`src/rtl/mvprod_pkg.sv`:
```
// Shared types and helpers for the mvprod_lanes matrix-vector engine.
// The MVPROD_BIAS_EN build option changes only the top level; nothing in here depends on it.
package mvprod_pkg;

    typedef logic signed [7:0] int8_t;

    typedef enum logic [2:0] {
        S_IDLE   = 3'd0,
        S_LOAD   = 3'd1,
        S_DRAIN  = 3'd2,
        S_WRITE  = 3'd3,
        S_REWIND = 3'd4,
        S_DONE   = 3'd5
    } state_t;

    // 16-bit products summed over n terms, plus one guard bit.
    function automatic int acc_width(input int n);
        return 16 + $clog2(n) + 1;
    endfunction

    function automatic int8_t sat8(input logic signed [31:0] v);
        int8_t r;
        if (v > 32'sd127) begin
            r = 8'h7F;
        end else if (v < -32'sd128) begin
            r = 8'h80;
        end else begin
            r = v[7:0];
        end
        return r;
    endfunction

endpackage

```
`src/rtl/mvprod_mac_lane.sv`:
```
// One output row: ChunkIn signed multipliers, adder tree, accumulator with clear/enable,
// and the shift-then-saturate requantiser.
module mvprod_mac_lane
    import mvprod_pkg::*;
#(
    parameter int ChunkIn = 2,
    parameter int AccW    = 20,
    parameter int Shift   = 0
) (
    input  logic                   clk_i,
    input  logic                   rst_i,
    input  logic                   clr_i,
    input  logic [AccW-1:0]        init_i,
    input  logic                   en_i,
    input  logic [ChunkIn*8-1:0]   x_i,
    input  logic [ChunkIn*8-1:0]   w_i,
    output int8_t                  res_o
);

    logic signed [AccW-1:0] acc_q;
    logic signed [AccW-1:0] acc_d;
    logic signed [AccW-1:0] sum_s;
    logic signed [AccW-1:0] shr_s;
    logic signed [7:0]      xb_s;
    logic signed [7:0]      wb_s;
    logic signed [15:0]     prod_s;

    // Dot product of this chunk against the lane's weights
    always_comb begin
        sum_s  = '0;
        xb_s   = '0;
        wb_s   = '0;
        prod_s = '0;
        for (int k = 0; k < ChunkIn; k++) begin
            xb_s   = x_i[k*8 +: 8];
            wb_s   = w_i[k*8 +: 8];
            prod_s = 16'(xb_s) * 16'(wb_s);
            sum_s  = sum_s + AccW'(prod_s);
        end
    end

    // Accumulator next state: clear wins over accumulate
    always_comb begin
        if (clr_i) begin
            acc_d = init_i;
        end else if (en_i) begin
            acc_d = acc_q + sum_s;
        end else begin
            acc_d = acc_q;
        end
    end

    // Accumulator register
    always_ff @(posedge clk_i) begin
        if (rst_i) begin
            acc_q <= '0;
        end else begin
            acc_q <= acc_d;
        end
    end

    // Requantise the settled accumulator
    always_comb begin
        shr_s = acc_q >>> Shift;
        res_o = sat8(32'(shr_s));
    end

endmodule

```
`src/rtl/mvprod_lanes.sv`:
```
// int8 matrix-vector product, Lanes rows per pass over a rewindable input FIFO.
// Build option MVPROD_BIAS_EN: preload each row's accumulator from BiasInit.
module mvprod_lanes
    import mvprod_pkg::*;
#(
    parameter int InVecLength  = 8,
    parameter int OutVecLength = 8,
    parameter int ChunkIn      = 2,
    parameter int ChunkOut     = 1,
    parameter int Lanes        = 2,
    parameter int Shift        = 0,
    parameter logic [OutVecLength*InVecLength*8-1:0] WeightInit = '0
`ifdef MVPROD_BIAS_EN
    ,
    parameter logic [OutVecLength*32-1:0] BiasInit = '0
`endif
) (
    input  logic                  clk_in,
    input  logic                  rst_in,
    input  logic                  in_data_ready,
    input  logic [ChunkIn*8-1:0]  in_data,
    output logic                  req_chunk_in,
    output logic                  req_chunk_ptr_rst,
    input  logic                  out_ready,
    output logic [ChunkOut*8-1:0] write_out_data,
    output logic                  req_chunk_out,
    output logic                  out_vector_valid
);

    localparam int AccW   = acc_width(InVecLength);
    localparam int NChunk = InVecLength / ChunkIn;
    localparam int NWord  = Lanes / ChunkOut;
    localparam int CntW   = $clog2(NChunk + 1);
    localparam int WrdW   = $clog2(NWord + 1);
    localparam int RbW    = $clog2(OutVecLength + Lanes + 1);

    localparam logic [CntW-1:0] CntLast = CntW'(NChunk - 1);
    localparam logic [CntW-1:0] CntOne  = CntW'(1);
    localparam logic [WrdW-1:0] WrdLast = WrdW'(NWord - 1);
    localparam logic [WrdW-1:0] WrdOne  = WrdW'(1);
    localparam logic [RbW-1:0]  LanesRb = RbW'(Lanes);
    localparam logic [RbW-1:0]  OutRb   = RbW'(OutVecLength);

    state_t                     state_q;
    logic [CntW-1:0]            cnt_q;
    logic [WrdW-1:0]            word_q;
    logic [RbW-1:0]             row_base_q;
    logic                       vld_q;
    logic                       ptr_rst_q;
    logic                       done_q;
    logic [Lanes*ChunkIn*8-1:0] w_word_q;

    logic                       req_in_s;
    logic                       req_out_s;
    logic                       clr_s;
    logic [RbW-1:0]             next_base_s;
    logic [RbW-1:0]             clr_base_s;
    logic [AccW-1:0]            init_s [Lanes];
    int8_t                      lane_res_s [Lanes];

    // Strobes follow the handshake inputs in the same cycle
    always_comb begin
        req_in_s    = (state_q == S_LOAD) && in_data_ready;
        req_out_s   = (state_q == S_WRITE) && out_ready;
        next_base_s = row_base_q + LanesRb;
        if (state_q == S_IDLE) begin
            clr_s      = in_data_ready;
            clr_base_s = row_base_q;
        end else if (state_q == S_REWIND) begin
            clr_s      = (next_base_s < OutRb);
            clr_base_s = next_base_s;
        end else begin
            clr_s      = 1'b0;
            clr_base_s = row_base_q;
        end
    end

    // Accumulator start value for the pass about to begin
    always_comb begin
        for (int l = 0; l < Lanes; l++) begin
`ifdef MVPROD_BIAS_EN
            init_s[l] = BiasInit[(int'(clr_base_s) + l)*32 +: AccW];
`else
            init_s[l] = '0;
`endif
        end
    end

    // Weight ROM: one registered word per {pass, chunk}, aligned with in_data
    always_ff @(posedge clk_in) begin
        if (rst_in) begin
            w_word_q <= '0;
        end else if (req_in_s) begin
            for (int l = 0; l < Lanes; l++) begin
                for (int k = 0; k < ChunkIn; k++) begin
                    w_word_q[(l*ChunkIn + k)*8 +: 8] <=
                        WeightInit[((int'(row_base_q) + l)*InVecLength + int'(cnt_q)*ChunkIn + k)*8 +: 8];
                end
            end
        end else begin
            w_word_q <= w_word_q;
        end
    end

    // Pass sequencing: fetch chunks, drain, emit words, rewind, finish
    always_ff @(posedge clk_in) begin
        if (rst_in) begin
            state_q    <= S_IDLE;
            cnt_q      <= '0;
            word_q     <= '0;
            row_base_q <= '0;
            vld_q      <= 1'b0;
            ptr_rst_q  <= 1'b0;
            done_q     <= 1'b0;
        end else begin
            vld_q     <= req_in_s;
            ptr_rst_q <= 1'b0;
            done_q    <= 1'b0;
            case (state_q)
                S_IDLE: begin
                    cnt_q <= '0;
                    if (in_data_ready) begin
                        state_q <= S_LOAD;
                    end else begin
                        state_q <= S_IDLE;
                    end
                end
                S_LOAD: begin
                    if (in_data_ready) begin
                        if (cnt_q == CntLast) begin
                            cnt_q   <= '0;
                            state_q <= S_DRAIN;
                        end else begin
                            cnt_q <= cnt_q + CntOne;
                        end
                    end else begin
                        cnt_q <= cnt_q;
                    end
                end
                S_DRAIN: begin
                    word_q  <= '0;
                    state_q <= S_WRITE;
                end
                S_WRITE: begin
                    if (out_ready) begin
                        if (word_q == WrdLast) begin
                            word_q    <= '0;
                            ptr_rst_q <= 1'b1;
                            state_q   <= S_REWIND;
                        end else begin
                            word_q <= word_q + WrdOne;
                        end
                    end else begin
                        word_q <= word_q;
                    end
                end
                S_REWIND: begin
                    row_base_q <= next_base_s;
                    if (next_base_s < OutRb) begin
                        state_q <= S_LOAD;
                    end else begin
                        done_q  <= 1'b1;
                        state_q <= S_DONE;
                    end
                end
                S_DONE: begin
                    row_base_q <= '0;
                    state_q    <= S_IDLE;
                end
                default: begin
                    state_q <= S_IDLE;
                end
            endcase
        end
    end

    for (genvar l = 0; l < Lanes; l++) begin : g_lane
        mvprod_mac_lane #(
            .ChunkIn (ChunkIn),
            .AccW    (AccW),
            .Shift   (Shift)
        ) u_lane (
            .clk_i  (clk_in),
            .rst_i  (rst_in),
            .clr_i  (clr_s),
            .init_i (init_s[l]),
            .en_i   (vld_q),
            .x_i    (in_data),
            .w_i    (w_word_q[l*ChunkIn*8 +: ChunkIn*8]),
            .res_o  (lane_res_s[l])
        );
    end

    // Output word select: lowest-index row of the word lands in byte 0
    always_comb begin
        write_out_data = '0;
        for (int j = 0; j < ChunkOut; j++) begin
            write_out_data[j*8 +: 8] = lane_res_s[int'(word_q)*ChunkOut + j];
        end
    end

    assign req_chunk_in      = req_in_s;
    assign req_chunk_out     = req_out_s;
    assign req_chunk_ptr_rst = ptr_rst_q;
    assign out_vector_valid  = done_q;

endmodule

```
`config.mk`:
```
export PLATFORM = sky130hd
export DESIGN_NAME = mvprod_lanes
export DESIGN_NICKNAME = d
export VERILOG_FILES = /design/src/rtl/mvprod_pkg.sv /design/src/rtl/mvprod_mac_lane.sv /design/src/rtl/mvprod_lanes.sv
export SDC_FILE = /design/constraint.sdc
export NUM_CORES = 1
export LEC_CHECK = 0
export BUFFER_PORTS_ARGS = -buffer_cell sky130_fd_sc_hd__buf_4
export CORE_ASPECT_RATIO = 0.9
export CORE_MARGIN = 3
export CORE_UTILIZATION = 55
export CTS_CLUSTER_SIZE = 30
export DETAILED_ROUTE_END_ITERATION = 8
export PLACE_DENSITY = 0.81
export SLEW_MARGIN = 10
export SYNTH_ARGS = -nofsm -noshare
export SYNTH_HDL_FRONTEND = slang
export SYNTH_SLANG_ARGS = --single-unit
export TNS_END_PERCENT = 100
```
`constraint.sdc`:
```
create_clock -name clk_in -period 7.9 [get_ports clk_in]
set_clock_uncertainty 0.05 [all_clocks]
set_input_delay 1.58 -clock clk_in [delete_from_list [all_inputs] [get_ports clk_in]]
set_output_delay 1.58 -clock clk_in [all_outputs]
set_load 0.01 [all_outputs]
```
==> impl_metrics.csv <==
group,metric,value,unit
setup_path,path_delay_family,"compound AO/OA/AOI/OAI gates",
sta,setup_repair_after_global_routing_missed_its_margin,"no",
job,drv_cap,0,
synthesis,netlist_area,9280,um2
grt,globalRouteTotalUtil,20.8,%
clock_tree,cts_inserted_buffers,5,
die,chip_height,129,um
drt,wl_per_cell,12.8,um
setup_path,ff2ff_setup_slack,4590,ps
synthesis,async_flop_share,0,%
die,dieWidth,143,um
grt,grt_antenna_before_repair,0,
drt,post_detailed_route_count_of_antenna_violating_nets,0,
clock_tree,cts_tree,"done",
drt,avgViaCountPerCell,4.90,
finish,area_delta_synth_final,10.9,%
grt,met3_usage,1.96,%
sta,timing.max_slew.rel_slack,35.9,%
synthesis,synth_sequential_area_ratio,11.6,%
clock_tree,root_buffer,"clkbuf_16",
clock_tree,postCtsResizedCells,0,
outcome,outcome,"complete, no violations",
sta,final-max-slew-violation-count,0,
sta,period_needed,3770,ps
clock_tree,clockBufferDepth,2,
setup_path,arrival,2140,ps
clock_tree,clk-insertion-delay-late,290,ps
setup_path,critPathSlowestCell,"dfxtp_1",
placement,finalWeightedCongestion,0.879,
grt,global_route.peak_usage_layer,"met2",
sta,final_period_utilization,47.7,%
die,design.core.area,16400,um2
synthesis,synth_area_per_cell,9.19,um2
die,floorplan.die_area,18500,um2
synthesis,synth_ff_type,"dfxtp_1",
drt,drt_iter0_markers,349,
setup_path,worstReg2RegStart,"g_lane[0].u_lane.acc_q[8]",
drt,dr.pass1.iters,5,
grt,wire_length_of_the_first_global_routing_pass,31500,um
setup_path,timing.setup.critical_path_class,"flip-flop to output port",
finish,nets,1482,
sta,timing.final.setup_violations,0,
finish,num_antenna_cells,0,
setup_path,startpoint_class_of_the_critical_path,"flip-flop",
setup_path,cp-end-kind,"output port",
drt,route.detailed.drc,0,
grt,grt_pass1_vias,7000,
sta,max_freq,0.265,GHz
clock_tree,cts_sinks,54,
clock_tree,postCtsSetupBuffers,0,
grt,grt_max_degree,39,
setup_path,critical_path.n_buffers_inverters,1,
setup_path,setup.worst_path.start,"g_lane[0].u_lane.acc_q[7]",
clock_tree,hold_buffers,0,
die,io_pins,32,
grt,met1_usage,28.4,%
synthesis,post_synth_inst_count,1010,
placement,final_hpwl_from_detailed_placement,14900,um
synthesis,yosysWarningCount,0,
clock_tree,cts.htree.levels,2,
sta,final_hold_viol_count,0,
drt,totalWireLength,17600,um
grt,grt-ovfl-total,0,
worst_hold_path,min-delay-path-class,"flip-flop to flip-flop",
setup_path,cp_slowest_stage_delay,510,ps
setup_path,crit_path_cell_trace,"nand4_1, o31ai_1, nand2b_1, o22ai_1, buf_4",
placement,io_buffers,15,
sta,setup_total_negative_slack,0,ps
synthesis,distinct_cell_type_count_after_synthesis,62,
setup_path,worstRegToRegCells,11,
die,rows,44,
grt,global_route.usage.met2,36.6,%
clock_tree,clk_pin_slew,80,ps
finish,drive_gt1_share,3.32,%
setup_path,worstReg2RegEnd,"g_lane[0].u_lane.acc_q[8]",
synthesis,flip_flop_and_latch_count_after_synthesis,54,
setup_path,cp_data_required_time,6270,ps
sta,worst-slew-pin-transition,957,ps
setup_path,cp_num_cells,5,
setup_path,critical_path_peak_fanout,8,
drt,vias,6771,
synthesis,synth_enable_flop_cells,0,
setup_path,worstSetupEndpoint,"write_out_data[6]",
die,initial_utilization,56.8,%
==> cell usage in the layout, fill, tap and decap left out, drive strengths merged, types with 6 or more instances in the layout <==
cell type / Yosys / final
buf: 10 / 16
a21o: 17 / 17
o21ai: 21 / 21
xnor2: 21 / 21
a21oi: 43 / 43
nand4: 8 / 8
o22ai: 11 / 11
xor2: 12 / 12
nor4: 8 / 8
ha: 129 / 129
nand2: 29 / 29
o21a: 6 / 6
fa: 158 / 158
nor2: 81 / 81
nand2b: 8 / 8
conb: 2 / 183
dfxtp: 54 / 54
nand3: 8 / 8
mux2i: 21 / 21
nor3: 11 / 11
inv: 256 / 257
==> sequential cells by signal, indices dropped and copies added (netlist names) <==
name and count:
g_lane.u_lane.acc_q 40, out_vector_valid 1, word_q 2, req_chunk_ptr_rst 1
row_base_q 3, vld_q 1, state_q 3, cnt_q 3
==> stage by stage <==
stage / hold slack (ps) / instance area (um2) / utilization, % / instances / setup WS (ps)
after floorplan: 400 / 9960 / - / 1191 / 4480
final: 425 / 10300 / 63.0 / 1383 / 4130
after global routing: 449 / 10300 / 63.0 / 1383 / 4030
after global placement: 409 / 10100 / 62.0 / 1375 / 4250
after detailed placement: 418 / 10100 / 62.0 / 1375 / 4280
after CTS: 429 / 10300 / 63.0 / 1383 / 4150
==> final cells by class <==
type / count / area, um2
Multi-Input combinational cell: 842 / 7720
Fill cell: 1374 / 6050
Sequential cell: 54 / 1080
Inverter: 256 / 961
Tap cell: 207 / 259
Clock buffer: 5 / 125
Timing Repair Buffer: 16 / 120
Clock inverter: 3 / 28.8
==> cell families (layout without fill, tap and decap cells) <==
| logic type | Yosys count | after routing | share of synthesized area (%) |
|---|---|---|---|
| other | 2 | 183 | 0.0809 |
| AOI/OAI and AO/OA | 136 | 136 | 9.38 |
| buffers and inverters | 295 | 280 | 12.5 |
| muxes | 21 | 21 | 2.26 |
| and+or+nand+nor | 182 | 182 | 9.56 |
| adders and majority gates | 287 | 287 | 51.5 |
| DFF | 54 | 54 | 11.6 |
| xor gates and xnor gates | 33 | 33 | 3.11 |
==> how the worst min path moves through the flow <==
| stage | cells past startpoint | end | slack, ps | startpoint |
|---|---|---|---|---|
| 3_3_place_gp | 1 | cnt_q[2] | 410 | cnt_q[2] |
| 6_report | 1 | cnt_q[2] | 430 | cnt_q[2] |
| 4_1_cts | 1 | cnt_q[2] | 430 | cnt_q[2] |
| 2_1_floorplan | 1 | cnt_q[2] | 400 | cnt_q[2] |
| 5_1_grt | 1 | word_q[1] | 450 | word_q[1] |
| 3_5_place_dp | 1 | cnt_q[2] | 420 | cnt_q[2] |
==> Yosys cell counts (11+ instances only) <==
library cell	number	area share, %
xnor2_1	21	2.0
inv_1	256	10
a21oi_1	42	2.3
a21o_1	15	1.2
fa_1	158	34
xor2_1	12	1.1
nor2_1	80	3.2
clkbuf_1	29	1.2
o21ai_0	20	1.1
nand2_1	28	1.1
mux2i_1	21	2.3
ha_1	129	17
o22ai_1	11	0.74
dfxtp_1	54	12
nor3_1	11	0.59
==> layer usage <==
layer	wire [um]	vias to the layer above
met3	755	26
met2	8820	143
li1	-	3315
met5	0	-
met1	7710	3287
met4	349	0
Power is left out: the tool's default activity adds up to more than one toggle a clock period on the data nets, which glitch-free logic cannot reach.
